--- src/rtl/im_boot_loader.sv ---
// Boot loader: receives a length-prefixed, XOR-checksummed image over a byte stream,
// writes it into instruction memory, and releases the CPU once the image is verified.
module im_boot_loader #(
    parameter int MEM_BYTES     = 8192,
    parameter int ADDR_W        = 13,
    parameter bit BOOT_ON_RESET = 1'b1
) (
    input  logic              clk,
    input  logic              reset,
    input  logic              boot_start,
    input  logic              rx_valid,
    input  logic [7:0]        rx_data,
    output logic              rx_ready,
    input  logic [31:0]       pc_in,
    output logic [31:0]       im_addr,
    output logic              im_we,
    output logic [7:0]        im_wdata,
    output logic              cpu_stall,
    output logic              boot_done,
    output logic              boot_err,
    output logic [ADDR_W:0]   byte_count
);

    typedef enum logic [2:0] {S_IDLE, S_HDR, S_DATA, S_CSUM, S_RUN, S_ERR} state_t;
    localparam state_t RST_STATE = BOOT_ON_RESET ? S_HDR : S_IDLE;

    state_t            r_state;
    state_t            w_state_nxt;
    logic              r_live;
    logic [31:0]       r_len;
    logic [1:0]        r_hdr_idx;
    logic [ADDR_W-1:0] r_ptr;
    logic [ADDR_W-1:0] r_waddr;
    logic [7:0]        r_csum;
    logic              r_we;
    logic [7:0]        r_wdata;
    logic [ADDR_W:0]   r_count;

    logic              w_accept;
    logic              w_last_data;
    logic [31:0]       w_len_full;
    logic              w_rdy;
    logic              w_stall;
    logic              w_done;
    logic              w_err;

    assign w_accept    = rx_valid && rx_ready;
    assign w_len_full  = {rx_data, r_len[23:0]};
    // Pointer stops at L-1; the last payload byte is detected instead of overrunning.
    assign w_last_data = ({{(32-ADDR_W){1'b0}}, r_ptr} == (r_len - 32'd1));

    always_ff @(posedge clk or posedge reset) begin
        if (reset) begin
            r_state <= RST_STATE;
        end else begin
            r_state <= w_state_nxt;
        end
    end

    always_comb begin
        w_state_nxt = r_state;
        case (r_state)
            S_HDR: begin
                if (w_accept && (r_hdr_idx == 2'd3)) begin
                    if (w_len_full > 32'(MEM_BYTES)) begin
                        w_state_nxt = S_ERR;
                    end else if (w_len_full == 32'd0) begin
                        w_state_nxt = S_CSUM;
                    end else begin
                        w_state_nxt = S_DATA;
                    end
                end
            end
            S_DATA: begin
                if (w_accept && w_last_data) begin
                    w_state_nxt = S_CSUM;
                end
            end
            S_CSUM: begin
                if (w_accept) begin
                    w_state_nxt = (rx_data == r_csum) ? S_RUN : S_ERR;
                end
            end
            default: ;
        endcase
        if (boot_start) begin
            w_state_nxt = S_HDR;
        end
    end

    always_comb begin
        w_rdy   = 1'b0;
        w_stall = 1'b1;
        w_done  = 1'b0;
        w_err   = 1'b0;
        case (r_state)
            S_HDR, S_DATA, S_CSUM: w_rdy = 1'b1;
            S_RUN: begin
                w_stall = 1'b0;
                w_done  = 1'b1;
            end
            S_ERR:  w_err = 1'b1;
            default: ;
        endcase
    end

    // r_live keeps rx_ready low while reset is held, even though the reset state may be HDR.
    assign rx_ready   = w_rdy && r_live;
    assign cpu_stall  = w_stall;
    assign boot_done  = w_done;
    assign boot_err   = w_err;
    assign im_we      = r_we;
    assign im_wdata   = r_wdata;
    assign byte_count = r_count;
    assign im_addr    = r_we ? {{(32-ADDR_W){1'b0}}, r_waddr} : pc_in;

    always_ff @(posedge clk or posedge reset) begin
        if (reset) begin
            r_live    <= 1'b0;
            r_len     <= '0;
            r_hdr_idx <= '0;
            r_ptr     <= '0;
            r_waddr   <= '0;
            r_csum    <= '0;
            r_we      <= 1'b0;
            r_wdata   <= '0;
            r_count   <= '0;
        end else begin
            r_live <= 1'b1;
            if (boot_start) begin
                r_len     <= '0;
                r_hdr_idx <= '0;
                r_ptr     <= '0;
                r_waddr   <= '0;
                r_csum    <= '0;
                r_we      <= 1'b0;
                r_wdata   <= '0;
                r_count   <= '0;
            end else begin
                r_we <= 1'b0;
                if (w_accept) begin
                    case (r_state)
                        S_HDR: begin
                            r_len[{r_hdr_idx, 3'b000} +: 8] <= rx_data;
                            r_hdr_idx <= r_hdr_idx + 2'd1;
                        end
                        S_DATA: begin
                            r_we    <= 1'b1;
                            r_wdata <= rx_data;
                            r_waddr <= r_ptr;
                            r_csum  <= r_csum ^ rx_data;
                            r_count <= r_count + (ADDR_W+1)'(1);
                            if (!w_last_data) begin
                                r_ptr <= r_ptr + ADDR_W'(1);
                            end
                        end
                        default: ;
                    endcase
                end
            end
        end
    end

endmodule
--- config.mk ---
export PLATFORM = sky130hd
export DESIGN_NAME = im_boot_loader
export DESIGN_NICKNAME = d
export VERILOG_FILES = /design/src/rtl/im_boot_loader.sv
export SDC_FILE = /design/constraint.sdc
export NUM_CORES = 1
export LEC_CHECK = 0
export CORE_ASPECT_RATIO = 1.75
export CORE_MARGIN = 2
export CORE_UTILIZATION = 45
export CTS_CLUSTER_DIAMETER = 60
export DETAILED_ROUTE_END_ITERATION = 10
export PLACE_DENSITY = 0.75
export SKIP_LAST_GASP = 1
export SYNTH_ARGS = -nofsm -noshare
export SYNTH_HDL_FRONTEND = slang
export SYNTH_SLANG_ARGS = --single-unit
--- constraint.sdc ---
create_clock -name clk -period 4.2 [get_ports clk]
set_input_delay 0.63 -clock clk [delete_from_list [all_inputs] [get_ports clk]]
set_output_delay 0.63 -clock clk [all_outputs]
set_load 0.01 [all_outputs]
==> flow_metrics.env, run 1 <==
export IMPL_max_slew_margin_rel=0.300
export IMPL_h_tree_depth=3
export IMPL_fin_area_mm2=0.00681
export IMPL_core_mm2=0.0119
export IMPL_finalCriticalPeriod_ps=3110
export IMPL_chipHeight_um=149
export IMPL_fmax_mhz=322
export IMPL_grt_pass1_wl_um=24400
export IMPL_area_growth_pct=25.5
export IMPL_reg2reg_setup_slack_ps=1090
export IMPL_dr_pass1_iters=4
export IMPL_drv_slew=0
export IMPL_p_per_area_mw_per_mm2=340
export IMPL_drv_cap=0
export IMPL_numPortBuffers=102
export IMPL_p_sw_uw=651
export IMPL_drt_wirelength_per_cell_um=17.5
export IMPL_cts_resized_gates=0
export IMPL_worst_ir_drop_vdd_mv=0.214
export IMPL_p_clk_frac=0.384
export IMPL_tritoncts="yes"
export IMPL_leakagePower_uw=0.00285
export IMPL_die_area_mm2=0.0130
export IMPL_syn_avg_cell_area_um2=8.78
export IMPL_cts_path_max_buffers=2
export IMPL_crit_chain="or4_4, nor3_2, nand3_1, xnor2_1, a2111oi_0, and4_4, nor4_1, mux2_2"
export IMPL_rr_worst_depth=8
export IMPL_synth_area_top_cells="dfrtp_1 (43%), nand2_1 (7.6%), xor2_1 (4.7%)"
export IMPL_rsz0062_at_grt="no"
export IMPL_setup_viol=0
export IMPL_holdWs_ps=514
export IMPL_netlist_area_leader_share=0.433
export IMPL_worstSetupEndpointType="flip-flop"
export IMPL_switching_share=0.281
export IMPL_totalWireLength_um=14700
export IMPL_holdPathStages=2
export IMPL_synth_most_common_cell="nand2_1"
export IMPL_ys_ff_latch=95
export IMPL_worstPathRequired_ps=4430
export IMPL_yosysTopAreaCell="dfrtp_1"
export IMPL_vias=4861
export IMPL_clock_latency_ps=360
export IMPL_async_flop_share=1.00
export IMPL_synthCells=618
export IMPL_path_depth=8
export IMPL_finalPower_uw=2320
export IMPL_synth_edf_count=0
export IMPL_worst_slew_pin_slew_ps=1040
export IMPL_synth_ff_type="dfrtp_1"
export IMPL_cp_slowest_stage_delay_ps=570
export IMPL_setup_tns_ps=0
export IMPL_drcViolationCount=0
export IMPL_r2r_end="r_ptr[8]"
export IMPL_syn_cell_area_mm2=0.00543
export IMPL_netlist_top_cells_count="nand2_1 (110), dfrtp_1 (94), nor2_1 (54)"
export IMPL_hpwl_um=11000
export IMPL_path_clk_slew_ps=70
export IMPL_first_global_vias=4947
export IMPL_die_width_um=87.0
export IMPL_diodes=0
export IMPL_hold_path_class="reg2reg"
export IMPL_grt_start_max_net_pins=53
export IMPL_dpl_cell_area_mm2=0.00649
export IMPL_worstPathArrival_ps=3340
export IMPL_grt_usage=0.240
export IMPL_vias_per_cell=5.79
export IMPL_fin_nets=750
export IMPL_placementRows=53
export IMPL_ant_nets=0
export IMPL_cts_made_buffers=9
export IMPL_holdBufCountCts=0
export IMPL_drive_above_1_share=0.0768
export IMPL_drt_iter0_markers=233
export IMPL_initial_core_util=0.457
export IMPL_nFillCells=1043
export IMPL_setup_slack_ps=1090
export IMPL_fin_crit_sh=0.739
export IMPL_post_cts_buffers=0
export IMPL_path_buf_inv=0
export IMPL_endpoint="r_ptr[8]"
export IMPL_ios=103
export IMPL_synth_nets=670
export IMPL_crit_path_top_delay_cell="or4_4"
export IMPL_finalHoldViolCount=0
export IMPL_ctsRootBufferMaster="clkbuf_16"
export IMPL_path_delay_family="simple AND/OR/NAND/NOR gates"
export IMPL_ys_warnings_count=0
export IMPL_critPathLaunch="r_len[10]"
export IMPL_r2r_start="r_len[10]"
export IMPL_seqPwrFrac=0.413
export IMPL_crit_type="reg2reg"
export IMPL_place_gp_congestion=0.945
export IMPL_clock_skew_ps=10.7
export IMPL_power_frac_comb=0.203
export IMPL_cp_max_fo=20
export IMPL_overflow=0
export IMPL_yosysUniqueCellTypes=56
export IMPL_crit_path_start_kind="flip-flop"
export IMPL_cts_sinks=95
export IMPL_intPower_uw=1670
export IMPL_antenna_found_initial=0
export IMPL_yosysSeqAreaShare=0.438
export IMPL_status="complete, no violations"
export IMPL_pre_cts_slack_ps=1150
[cells by family (layout without fill, tap and decap cells)]
family | Yosys count | in the layout | synth area share
buf+inv | 50 | 135 | 0.0394
other cells | 1 | 1 | 0.000691
fa+ha+maj | 8 | 8 | 0.0184
flops | 95 | 95 | 0.438
simple gates | 290 | 290 | 0.270
xor+xnor | 44 | 44 | 0.0710
mux | 21 | 21 | 0.0436
compound gates | 109 | 109 | 0.119
[how the worst min path moves through the flow]
stage,endpoint,from,slack [ps]
global route,r_len[31],r_len[31],540
detailed placement,r_len[31],r_len[31],500
global placement,r_len[31],r_len[31],490
CTS,r_len[31],r_len[31],510
floorplan,r_len[31],r_len[31],450
finish,r_len[31],r_len[31],510
[power by group through the flow]
stage / combinational [µW] / clock, µW / sequential [µW]
after floorplan: 313 / 0 / 964
after global placement: 462 / 0 / 972
after detailed placement: 470 / 0 / 973
after CTS: 473 / 891 / 956
after global routing: 517 / 932 / 959
final: 471 / 890 / 956
[state kept, by name, summed over array words and instances, names as in the netlist]
| name | count |
|---|---|
| byte_count | 14 |
| r_waddr | 13 |
| r_ptr | 13 |
| r_live | 1 |
| r_csum | 8 |
| im_we | 1 |
| r_len | 32 |
| r_state | 3 |
| r_hdr_idx | 2 |
| im_wdata | 8 |
[placed cells by master (no fill, tap or decap), types with 6 or more instances in the layout]
| master | netlist | layout |
|---|---|---|
| nor4_1 | 12 | 12 |
| nor2_1 | 54 | 53 |
| nand2_1 | 110 | 110 |
| o21ai_0 | 35 | 35 |
| xnor2_1 | 15 | 15 |
| buf_4 | 1 | 6 |
| mux2_2 | 21 | 21 |
| nand4_1 | 13 | 13 |
| a21oi_1 | 38 | 38 |
| o31ai_1 | 6 | 6 |
| ha_1 | 8 | 8 |
| clkdlybuf4s50_1 | 0 | 101 |
| nand3_1 | 12 | 12 |
| a22o_1 | 8 | 8 |
| clkbuf_16 | 0 | 9 |
| nor3_1 | 12 | 12 |
| xor2_1 | 29 | 29 |
| dfrtp_1 | 94 | 94 |
| nor2b_1 | 29 | 29 |
| inv_1 | 11 | 10 |
| or3_1 | 11 | 11 |
[through the flow]
stage                      util  cells
final                     0.574    840
after global routing      0.574    840
after CTS                 0.574    840
after detailed placement  0.547    824
after global placement    0.547    824
after floorplan               -    618
[metal layers]
metal / global-route usage / share of wire
met5: 0 / 0
met4: 0.142 / 0.058
met3: 0.0415 / 0.044
met2: 0.422 / 0.54
met1: 0.264 / 0.36
[area by class of cell]
cell class	count	area (µm²)	area share
Inverter	11	42.5	0.00625
Tap cell	137	171	0.0252
Clock buffer	11	233	0.0342
Sequential cell	95	2380	0.349
Multi-Input combinational cell	473	2840	0.417
Clock inverter	5	86.3	0.0127
Timing Repair Buffer	108	1060	0.156
[tightest hold or removal path, stage by stage, from the launching register on]
cell and delay [ps]:
dfrtp_1 360, nand2_1 50, o21ai_0 60
Note: power is estimated with default switching activity, not from simulation.
==> run 2: changes to the inputs <==
clock period = 3.1 ns   (was 4.2 ns; I/O delays follow)
==> flow_metrics.env, run 2 (same netlist as run 1, synthesis figures left out) <==
export IMPL_status="complete, no violations"
export IMPL_cp_slowest_stage_delay_ps=570
export IMPL_reg2reg_setup_slack_ps=70
export IMPL_drive_above_1_share=0.110
export IMPL_final_common_cell="nand2_1"
export IMPL_setup_tns_ps=0
export IMPL_crit_path_top_delay_cell="or4_4"
export IMPL_ant_nets=0
export IMPL_finalPower_uw=3090
export IMPL_leakagePower_uw=0.00295
export IMPL_setup_viol=0
export IMPL_drt_wirelength_per_cell_um=17.9
export IMPL_drv_slew=0
export IMPL_cts_sinks=95
export IMPL_worst_ir_drop_vdd_mv=0.306
export IMPL_area_growth_pct=28.8
export IMPL_hpwl_um=11500
export IMPL_dr_pass1_iters=5
export IMPL_max_slew_margin_rel=0.289
export IMPL_regMostFlops="r_len"
export IMPL_placementRows=53
export IMPL_vias=5033
export IMPL_seq_area_mm2=0.00238
export IMPL_hold_path_class="in2async"
export IMPL_pre_cts_slack_ps=25.7
export IMPL_crit_path_start_kind="flip-flop"
export IMPL_path_clk_slew_ps=70
export IMPL_finalCriticalPeriod_ps=3030
export IMPL_fin_crit_sh=0.978
export IMPL_crit_chain="or4_4, nor3_2, buf_4, nand2_1, o21a_1, nor4b_2, and4_4, nor4_1, mux2_2"
export IMPL_crit_type="reg2reg"
export IMPL_core_mm2=0.0119
export IMPL_ios=103
export IMPL_layout_common_cells="nand2_1 (110), clkdlybuf4s50_1 (101), dfrtp_1 (94)"
export IMPL_grt_pass1_wl_um=24300
export IMPL_place_inst=843
export IMPL_worst_slew_pin_slew_ps=1060
export IMPL_worstPathArrival_ps=3260
export IMPL_r2r_start="r_len[10]"
export IMPL_initial_core_util=0.457
export IMPL_fin_nets=773
export IMPL_diodes=0
export IMPL_vias_per_cell=5.83
export IMPL_path_buf_inv=1
export IMPL_chipHeight_um=149
export IMPL_grt_usage=0.241
export IMPL_tritoncts="yes"
export IMPL_r2r_end="r_ptr[7]"
export IMPL_worstPathRequired_ps=3330
export IMPL_antenna_found_initial=0
export IMPL_die_area_mm2=0.0130
export IMPL_drv_cap=0
export IMPL_grt_start_max_net_pins=71
export IMPL_multi_input_area_mm2=0.00287
export IMPL_drcViolationCount=0
export IMPL_h_tree_depth=3
export IMPL_setup_slack_ps=68.7
export IMPL_totalWireLength_um=15500
export IMPL_clock_skew_ps=13.6
export IMPL_drt_iter0_markers=283
export IMPL_fmax_mhz=330
export IMPL_worstSetupEndpointType="flip-flop"
export IMPL_nFillCells=1006
export IMPL_overflow=0
export IMPL_holdWs_ps=437
export IMPL_clock_latency_ps=350
export IMPL_cp_max_fo=10
export IMPL_p_per_area_mw_per_mm2=442
export IMPL_place_gp_congestion=0.894
export IMPL_cts_made_buffers=9
export IMPL_path_delay_family="simple AND/OR/NAND/NOR gates"
export IMPL_ctsRootBufferMaster="clkbuf_16"
export IMPL_layoutNonFillerInstCount=863
export IMPL_die_width_um=87.0
export IMPL_largest_reg_flops=32
export IMPL_numPortBuffers=102
export IMPL_cts_path_max_buffers=2
export IMPL_first_global_vias=5034
export IMPL_rr_worst_depth=9
export IMPL_finalHoldViolCount=0
==> run 2: changes by cell type in the layout (fill, tap and decap cells not counted), moves of 2 or more <==
cell	before	now
inv_6	3	1
clkinvlp_4	0	2
bufinv_16	2	0
buf_4	6	27
clkbuf_1	2	0
inv_8	0	2
==> run 2: how the worst max path moves through the flow <==
stage                     startpoint             to  slack [ps]  cells after the start
after floorplan                reset  byte_count[0]         160                      1
after global placement      r_len[2]      r_ptr[10]         110                      8
after detailed placement    r_len[2]       r_ptr[7]          30                      8
after CTS                   r_len[2]       r_ptr[7]          50                      8
after global routing       r_len[10]       r_ptr[5]         -30                      9
final                      r_len[10]       r_ptr[7]          70                      9
==> run 2: cell type report <==
type                    count  area share
repair buffers            130       0.177
multi-input cells         474       0.410
flip-flops and latches     95       0.340
clock inverters             6     0.00734
inverters                  11     0.00609
well taps                 137      0.0245
clock buffers              10      0.0342
==> run 2: what timing repair did <==
action,CTS,global route
hold buffers,0,0
endpoints found under the setup margin,0,14
buffers inserted,0,3
resized for setup,0,3
==> run 2: through the flow <==
stage | utilization | cell area [µm²]
detailed placement | 0.560 | 6650
global route | 0.589 | 6990
CTS | 0.584 | 6940
global placement | 0.560 | 6650
floorplan | - | 5430
finish | 0.589 | 6990
==> run 2: metal layers <==
layer  wire, µm  up-vias  global-route usage
li1           -     2346                   -
met1       5480     2455               0.251
met2       8460      180               0.439
met3        676       52              0.0376
met4        850        0               0.152
met5          0        -                   0
==> run 2: power breakdown <==
part	internal, µW	leakage, µW	switching (µW)
combinational	333	0.00150	384
clock	578	0.000139	500
sequential	1260	0.00132	31.8
